**config.mk**
```make
export PLATFORM = sky130hd
export DESIGN_NAME = mio_arbiter
export DESIGN_NICKNAME = d
export VERILOG_FILES = /design/src/rtl/mio_arbiter.sv
export SDC_FILE = /design/constraint.sdc
export NUM_CORES = 1
export LEC_CHECK = 0
export BUFFER_PORTS_ARGS = -buffer_cell sky130_fd_sc_hd__buf_4
export CAP_MARGIN = 10
export CORE_AREA = 2 2 117 119
export CTS_CLUSTER_SIZE = 16
export DETAILED_ROUTE_END_ITERATION = 8
export DIE_AREA = 0 0 119 121
export SLEW_MARGIN = 20
export SYNTH_ARGS = -nofsm -noshare
export SYNTH_HDL_FRONTEND = slang
export SYNTH_SLANG_ARGS = --single-unit
export TNS_END_PERCENT = 20
```
**constraint.sdc**
```tcl
create_clock -name clk -period 2.3 [get_ports clk]
set_clock_uncertainty 0.2 [all_clocks]
set_input_delay 0.23 -clock clk [delete_from_list [all_inputs] [get_ports clk]]
set_output_delay 0.23 -clock clk [all_outputs]
set_load 0.01 [all_outputs]
```
**src/rtl/mio_arbiter.sv**
```systemverilog
// Two-master round-robin arbiter for the shared memory/IO bus.
// Per-grant burst limit under contention, slave-stall timeout with abort.
module mio_arbiter #(
  parameter int unsigned MAX_BURST = 4,
  parameter int unsigned TIMEOUT   = 15
) (
  input  logic        clk,
  input  logic        rst_n,
  input  logic        m0_req,
  input  logic        m1_req,
  input  logic [31:0] m0_a,
  input  logic [31:0] m1_a,
  input  logic [31:0] m0_wdata,
  input  logic [31:0] m1_wdata,
  input  logic        m0_we,
  input  logic        m1_we,
  input  logic        m0_re,
  input  logic        m1_re,
  output logic        m0_gnt,
  output logic        m1_gnt,
  output logic        m0_ack,
  output logic        m1_ack,
  output logic        m0_err,
  output logic        m1_err,
  output logic [31:0] m0_rdata,
  output logic [31:0] m1_rdata,
  output logic [31:0] mem_a,
  output logic [31:0] d_t_mem,
  output logic        wmem,
  output logic        rmem,
  input  logic [31:0] d_f_mem,
  input  logic        bus_rdy
);

  localparam logic [1:0] S_IDLE = 2'd0;
  localparam logic [1:0] S_GNT0 = 2'd1;
  localparam logic [1:0] S_GNT1 = 2'd2;

  localparam logic [4:0] BURST_LIM = 5'(MAX_BURST);
  localparam logic [7:0] TMO_LAST  = 8'(TIMEOUT - 1);

  logic [1:0]  state_q, state_d;
  logic        last_q, last_d;
  logic [3:0]  bcnt_q, bcnt_d;
  logic [7:0]  tcnt_q, tcnt_d;

  logic        g0, g1, gx;
  logic [31:0] sel_a, sel_wdata;
  logic        sel_we, sel_re, sel_req, oth_req;
  logic        stb, ack, tmo, rel;
  logic [4:0]  bcnt_inc;
  logic        enter, enter_m;

  assign g0 = (state_q == S_GNT0);
  assign g1 = (state_q == S_GNT1);
  assign gx = g0 | g1;

  assign sel_a     = g1 ? m1_a     : m0_a;
  assign sel_wdata = g1 ? m1_wdata : m0_wdata;
  assign sel_we    = g1 ? m1_we    : m0_we;
  assign sel_re    = g1 ? m1_re    : m0_re;
  assign sel_req   = g1 ? m1_req   : m0_req;
  assign oth_req   = g1 ? m0_req   : m1_req;

  assign stb      = gx & (sel_we | sel_re);
  assign ack      = stb & bus_rdy;
  assign tmo      = stb & ~bus_rdy & (tcnt_q == TMO_LAST);
  assign bcnt_inc = {1'b0, bcnt_q} + 5'd1;

  // Burst limit only forces a handover when the other master is waiting.
  assign rel = gx & (~sel_req | (ack & (bcnt_inc >= BURST_LIM) & oth_req) | tmo);

  always_comb begin
    state_d = state_q;
    last_d  = last_q;
    bcnt_d  = bcnt_q;
    tcnt_d  = tcnt_q;
    enter   = 1'b0;
    enter_m = 1'b0;
    case (state_q)
      S_IDLE: begin
        if (m0_req | m1_req) begin
          enter   = 1'b1;
          enter_m = (m0_req & m1_req) ? ~last_q : m1_req;
        end
      end
      S_GNT0, S_GNT1: begin
        if (rel) begin
          if (oth_req) begin
            enter   = 1'b1;
            enter_m = g0;
          end else begin
            state_d = S_IDLE;
            bcnt_d  = 4'd0;
            tcnt_d  = 8'd0;
          end
        end else if (ack) begin
          bcnt_d = (bcnt_q == 4'hF) ? 4'hF : bcnt_q + 4'd1;
          tcnt_d = 8'd0;
        end else if (stb) begin
          tcnt_d = tcnt_q + 8'd1;
        end else begin
          tcnt_d = 8'd0;
        end
      end
      default: state_d = S_IDLE;
    endcase
    if (enter) begin
      state_d = enter_m ? S_GNT1 : S_GNT0;
      last_d  = enter_m;
      bcnt_d  = 4'd0;
      tcnt_d  = 8'd0;
    end
  end

  // last resets to 1 so m0 wins the first contention.
  always_ff @(posedge clk or negedge rst_n) begin
    if (!rst_n) begin
      state_q <= S_IDLE;
      last_q  <= 1'b1;
      bcnt_q  <= 4'd0;
      tcnt_q  <= 8'd0;
    end else begin
      state_q <= state_d;
      last_q  <= last_d;
      bcnt_q  <= bcnt_d;
      tcnt_q  <= tcnt_d;
    end
  end

  assign m0_gnt   = g0;
  assign m1_gnt   = g1;
  assign m0_ack   = ack & g0;
  assign m1_ack   = ack & g1;
  assign m0_err   = tmo & g0;
  assign m1_err   = tmo & g1;
  assign m0_rdata = d_f_mem;
  assign m1_rdata = d_f_mem;

  assign mem_a   = gx ? sel_a     : 32'd0;
  assign d_t_mem = gx ? sel_wdata : 32'd0;
  assign wmem    = gx & sel_we;
  assign rmem    = gx & sel_re & ~sel_we;

endmodule

```
[Word level (Yosys, flattened, before mapping)]
Index checks and enable logic that the tools add are counted.
Operators by class
  $add $sub $neg: 3
  $lt $le $gt $ge: 1
  equal/unequal tests: 8
  muxes and demuxes: 34
  bitwise gates (word level): 24
  reductions and logical operators: 7
Operator list (number)
  32-bit 2-to-1 mux: 4
  8-bit 2-to-1 mux: 6
  4-bit 2-to-1 mux: 6
  1-bit AND: 15
  1-bit 2-to-1 mux: 11
  8-bit by 1-bit adder with 8-bit output, second input constant: 1
  8-bit by 4-bit equality test with 1-bit output, second input constant: 1
  2-bit 2-to-1 mux: 4
  3-bit inequality test, second input constant: 2
  3-bit AND reduction: 2
  4-bit by 1-bit adder with 5-bit output, second input constant: 1
  5-bit by 3-bit greater-or-equal comparator with 1-bit output, second input constant: 1
  1-bit OR: 5
  4-bit by 1-bit adder with 4-bit output, second input constant: 1
  4-bit equality test, second input constant: 1
  1-bit inverter: 4
  1-bit case mux with 2 select lines: 2
  2-bit case mux with 2 select lines: 1
  3-bit by 2-bit inequality test with 1-bit output, second input constant: 1
  3-bit nonzero test: 1
  2-bit by 1-bit equality test with 1-bit output, second input constant: 1
  2-bit equality test, second input constant: 1
  2-bit zero test: 1
  2-bit inequality test, second input constant: 1
  3 further kinds: 3
Word-level totals
  register bits: 15
  input bits: 169
  output and inout bits: 136

[Depth between registers and ports, before layout]
  word-level depth: 14
  mapped depth: 9

[Worst setup path before layout]
Ideal clock, no wire load.
  path type: reg-to-reg
  from: register state_q[0]
  to: register bcnt_q[0]
  library setup time: 94 ps
  arrival time: 2052 ps
  path slack: -46 ps
  cell stages (with the launch flop): 9
  buffers on the path: 2
  cells stage by stage: dfrtp_1 inv_1 ha_1 buf_4 mux2_2 a21boi_2 a31o_1 buf_2 a221oi_2
On the way
  cells in the longest elaborated chain, start to end: 14
  elaborated cells on any way between the ends: 30
  classes of those cells: eq/ne: 3; mux: 10; bitwise: 12; reduce/logical: 5
Ends and longest elaborated chain
  start: declaration: RTL line 42  | logic [1:0] state_q, state_d;
  start signal: assignment: RTL line 124  | state_q <= state_d;
  2-bit equality test *: RTL line 55  | assign g1 = (state_q == S_GNT1);
  net m1_gnt: RTL line 20  | output logic m1_gnt,
  1-bit 2-to-1 mux (on tied branches): RTL line 60, 61
  1-bit OR: RTL line 65  | assign stb = gx & (sel_we | sel_re);
  1-bit AND: RTL line 65
  1-bit AND: RTL line 66  | assign ack = stb & bus_rdy;
  1-bit AND (2 in series): RTL line 71  | assign rel = gx & (~sel_req | (ack & (bcnt_inc >= BURST_LIM) & oth_req) | tmo);
  1-bit OR (2 in series): RTL line 71
  1-bit AND: RTL line 71
  1-bit 2-to-1 mux: RTL line 88  | if (rel) begin
  1-bit case mux with 2 select lines: RTL line 80  | case (state_q)
  3-bit by 2-bit inequality test with 1-bit output (no line) (tied with other cells)
  3-bit AND reduction (no line)
  end signal: assignment: RTL line 126  | bcnt_q <= bcnt_d;
  end: declaration: RTL line 44  | logic [3:0] bcnt_q, bcnt_d;
Mark *: on every way through the listed nets, which the timed path passes. The rest lies on a longest branch. The select of a mux whose other input is x is not followed.
A chain may end at the register's enable or synchronous reset.

[Worst setup path after layout]
  from: register state_q[0]
  to: output m0_ack
On the way
  cells in the longest elaborated chain, start to end: 6
  elaborated cells on any way between the ends: 9
  classes of those cells: eq/ne: 2; mux: 2; bitwise: 5
Ends and longest elaborated chain
  2-bit equality test: RTL line 55
  1-bit 2-to-1 mux (on tied branches): RTL line 60, 61
  1-bit OR: RTL line 65
  1-bit AND: RTL line 65
  1-bit AND: RTL line 66
  1-bit AND *: RTL line 133  | assign m0_ack = ack & g0;
  end: declaration: RTL line 21  | output logic m0_ack,
Mark *: on every way between the ends. The rest lies on a longest branch, timed or not.

==> flow_summary.html <==
<table>
<tr><th>Metric</th><th>Value</th></tr>
<tr><th colspan="2">Status</th></tr>
<tr><td>Result of the run</td><td>finished with violations</td></tr>
<tr><td>Violated checks</td><td>negative setup slack</td></tr>
<tr><th colspan="2">Floorplan</th></tr>
<tr><td>Core Box Area</td><td>13100 µm²</td></tr>
<tr><td>Initial standard-cell utilization of the core</td><td>20.3%</td></tr>
<tr><td>X dimension of the die</td><td>between 100 and 150 µm</td></tr>
<tr><td>Number of standard-cell rows in the floorplan</td><td>42</td></tr>
<tr><td>Die footprint</td><td>14400 µm²</td></tr>
<tr><td>Number of top-level design ports</td><td>305</td></tr>
<tr><td>Y dimension of the die</td><td>roughly 120 µm</td></tr>
<tr><th colspan="2">Power and ir drop</th></tr>
<tr><td>Leakage Power</td><td>2.09 nW</td></tr>
<tr><td>Peak VDD IR</td><td>a little under 600 µV</td></tr>
<tr><td>Power Density</td><td>about 940 nW/µm²</td></tr>
<tr><td>Overall power after layout</td><td>0.00413 W</td></tr>
<tr><th colspan="2">Logic synthesis</th></tr>
<tr><td>Sequential cell area fraction in the yosys report</td><td>about 14%</td></tr>
<tr><td>Number of synthesized flops with an enable pin</td><td>0</td></tr>
<tr><td>Synth Cell Area</td><td>2660 µm²</td></tr>
<tr><td>Primary FF master, synth</td><td>dfrtp_1</td></tr>
<tr><td>Net count of the mapped netlist</td><td>518</td></tr>
<tr><td>Async set or reset register ratio after synthesis</td><td>100%</td></tr>
<tr><td>Post-synthesis cell type with the largest combined area</td><td>mux2i_1</td></tr>
<tr><td>Number of register bits inferred by synthesis</td><td>15</td></tr>
<tr><td>Main area contributors after synthesis</td><td>mux2i_1 25%, buf_4 18%, dfrtp_1 13%</td></tr>
<tr><td>Unique cell type count in the Yosys netlist</td><td>54</td></tr>
<tr><td>Cell with the most instances after synthesis</td><td>nor2_1</td></tr>
<tr><td>Number of warning messages in the yosys log</td><td>0</td></tr>
<tr><td>Post-synthesis average cell area</td><td>7.80 µm²</td></tr>
<tr><td>Share of the synthesized area in the top cell type</td><td>25.2%</td></tr>
<tr><td>Most instantiated cells after synthesis</td><td>70 x nor2_1, 67 x mux2i_1, 65 x buf_4, 14 x dfrtp_1, 9 x and3_1</td></tr>
<tr><td>Post-synthesis cell count</td><td>341</td></tr>
<tr><th colspan="2">Clocking</th></tr>
<tr><td>Clock Pin Slew Worst Setup and Hold Paths</td><td>0.05 ns</td></tr>
<tr><td>Maximum count of clock buffers along a single path</td><td>2</td></tr>
<tr><td>CTS root buf</td><td>clkbuf_16</td></tr>
<tr><td>Clock buffer count from CTS</td><td>3</td></tr>
<tr><td>Clock network latency to the later pin of the worst-skew pair</td><td>0.25 ns</td></tr>
<tr><td>TritonCTS clock tree</td><td>yes</td></tr>
<tr><td>H-tree Lvls</td><td>1</td></tr>
<tr><td>Total number of clock tree sinks</td><td>15</td></tr>
<tr><th colspan="2">Timing</th></tr>
<tr><td>Post-layout min period</td><td>roughly 2.3 ns</td></tr>
<tr><td>Final number of hold-violating endpoints</td><td>0</td></tr>
<tr><td>RSZ-0062 raised after global routing</td><td>yes</td></tr>
<tr><td>Worst hold margin</td><td>roughly 0.16 ns</td></tr>
<tr><td>Pins over their slew limit</td><td>0</td></tr>
<tr><td>Slew @ Worst Pin</td><td>approximately 0.45 ns</td></tr>
<tr><td>Max-Slew Margin vs Limit</td><td>69.5%</td></tr>
<tr><td>Endpoints failing setup</td><td>1</td></tr>
<tr><td>Maximum clock rate</td><td>0.431 GHz</td></tr>
<tr><td>Minimum setup slack in the final design</td><td>-0.0203 ns</td></tr>
<tr><td>Share of the cycle needed by the critical path after routing</td><td>101%</td></tr>
<tr><th colspan="2">Global routing</th></tr>
<tr><td>Via count of the first global-routing pass</td><td>approximately 2900</td></tr>
<tr><td>Largest net degree at the start of global routing</td><td>slightly below 50</td></tr>
<tr><td>Number of antenna violations at the first check in global routing</td><td>0</td></tr>
<tr><td>Aggregate global routing overflow</td><td>0</td></tr>
<tr><td>Global-route wire length before repair</td><td>15800 µm</td></tr>
<tr><td>Total routing resource utilization after global routing</td><td>13.9%</td></tr>
<tr><th colspan="2">Placement</th></tr>
<tr><td>HPWL after DPL</td><td>9650 µm</td></tr>
<tr><td>Cell total after placement</td><td>660</td></tr>
<tr><td>Number of I/O port buffers</td><td>between 200 and 250</td></tr>
<tr><td>Gpl congestion</td><td>0.860</td></tr>
<tr><th colspan="2">Route</th></tr>
<tr><td>Number of remaining DRC errors</td><td>0</td></tr>
<tr><td>Wire length reported by the detailed router</td><td>11800 µm</td></tr>
<tr><td>Detailed-route vias per instance</td><td>4.43</td></tr>
<tr><td>Iteration count of the initial detailed-routing pass</td><td>4</td></tr>
<tr><td>Residual antenna-violating net count after detailed routing</td><td>0</td></tr>
<tr><td>Via Count</td><td>2996</td></tr>
<tr><td>Routed wire per std cell</td><td>17.4 µm</td></tr>
<tr><td>Detailed Route Iter0 Violations</td><td>92</td></tr>
<tr><th colspan="2">Critical path</th></tr>
<tr><td>Startpoint of the worst-slack reg-to-reg timing path</td><td>state_q[0]</td></tr>
<tr><td>Arrival time reported for the critical path endpoint</td><td>1.89 ns</td></tr>
<tr><td>WP data required</td><td>1.87 ns</td></tr>
<tr><td>Worst Setup Start Kind</td><td>flop</td></tr>
<tr><td>Worst r2r path cells</td><td>8</td></tr>
<tr><td>Maximum fanout count along the critical path</td><td>8</td></tr>
<tr><td>Worst Setup Path Type</td><td>flop to output pin</td></tr>
<tr><td>Critical path endpoint category</td><td>output pin</td></tr>
<tr><td>Critical Path Source</td><td>state_q[0]</td></tr>
<tr><th colspan="2">Cells and area</th></tr>
<tr><td>Sequential cell area</td><td>~380 µm²</td></tr>
<tr><td>Fill cell total of the finished layout</td><td>1387</td></tr>
<tr><td>Area growth from synthesis to final layout</td><td>64.9%</td></tr>
<tr><td>Ant. Diodes</td><td>0</td></tr>
<tr><td>Final nets</td><td>678</td></tr>
<tr><td>Layout cell share with drive strength beyond 1</td><td>between 50 and 60%</td></tr>
<tr><td>Count of non-filler cells in the finished layout</td><td>a little under 700</td></tr>
<tr><td>Combined area of the multi-input logic cells</td><td>1790 µm²</td></tr>
<tr><th colspan="2">Min path</th></tr>
<tr><td>Type of the worst min-delay path</td><td>input pin to asynchronous set/reset pin</td></tr>
<tr><th colspan="2">Flow run</th></tr>
<tr><td>Maxcap violations</td><td>0</td></tr>
</table>
[power breakdown]
part / internal [W] / switching, W / total, W
combinational: 0.00168 / 0.00173 / 0.00340
clock: 0.000235 / 0.000125 / 0.000360
sequential: 0.000318 / 0.0000510 / 0.000369
total: 0.00223 / 0.00190 / 0.00413
[flip-flops by register name, summed over array words and instances, names as in the netlist]
register	cells
state_q	2
last_q	1
bcnt_q	4
tcnt_q	8
[logic make-up after synthesis]
kind of cell	count (synthesis)	share of synthesized area (%)
DFF	15	14.2
buffers and inverters	90	22.0
and+or+nand+nor	114	20.6
adders and majority gates	8	3.76
xor gates and xnor gates	1	0.329
AOI/OAI and AO/OA	43	12.5
muxes	70	26.6
[placed cells by master, fill, tap and decap left out, drive strengths merged, types with 3 or more instances in the layout]
master  count
nand2b      5
and3        9
o211ai      4
ha          8
buf       234
nor2       70
inv         8
dfrtp      14
mux2        3
mux2i      67
nand2       8
nand3       3
nor4        3
and2        3
clkbuf      5
o21ai       5
a31oi       8
a21oi       8
[routing by layer]
layer	part of all wire (%)	track usage (%)	routed length (µm)	vias to the layer above
li1	-	-	-	1443
met1	41	16.9	4830	1401
met2	50	24.3	5930	139
met3	8.0	4.61	940	13
met4	0.79	2.23	93	0
met5	0	0	0	-
[path summary, 6_finish.rpt]
check / end / slack (ns)
max: m0_ack / -0.02
min reg2reg: tcnt_q[3] / 0.33
max in group asynchronous: last_q / 1.50
min: state_q[0] / 0.16
max reg2reg: tcnt_q[7] / 0.04
min in group clk: m0_rdata[4] / 0.26
[area by class of cell]
cell class	instances	area share, %
timing repair buffer	237	43.0
tap	176	5.02
multi-input combinational	236	40.8
inverter	8	0.685
clock buffer	3	1.71
sequential	15	8.62
clock inverter	1	0.171
[what timing repair did]
action                     in CTS  in global routing
setup endpoints to repair      19                 39
resized for setup              12                 13
gates cloned                    0                  2
pin swaps                       1                  1
hold endpoints to repair       15                  0
hold buffers                    1                  0
setup buffers                   5                  4
[through the flow]
| stage | cell area (µm²) | utilization [%] | TNS (ns) | setup WS [ns] |
|---|---|---|---|---|
| finish | 4390 | 33.5 | -0.0203 | -0.0203 |
| CTS | 4230 | 32.4 | 0 | 0.00844 |
| detailed placement | 4060 | 31.1 | -0.465 | -0.0800 |
| global placement | 4060 | 31.1 | 0 | 0.0199 |
| global route | 4390 | 33.5 | -0.355 | -0.0632 |
| floorplan | 2660 | - | -0.00411 | -0.00411 |
[critical path: stages (launching register included)]
cell and delay (ns):
dfrtp_1 0.39, inv_2 0.11, ha_4 0.19, or3b_4 0.40, and3_4 0.16, buf_6 0.12
and2_4 0.15, buf_6 0.11
No activity file was read; power rests on OpenSTA's default activity.
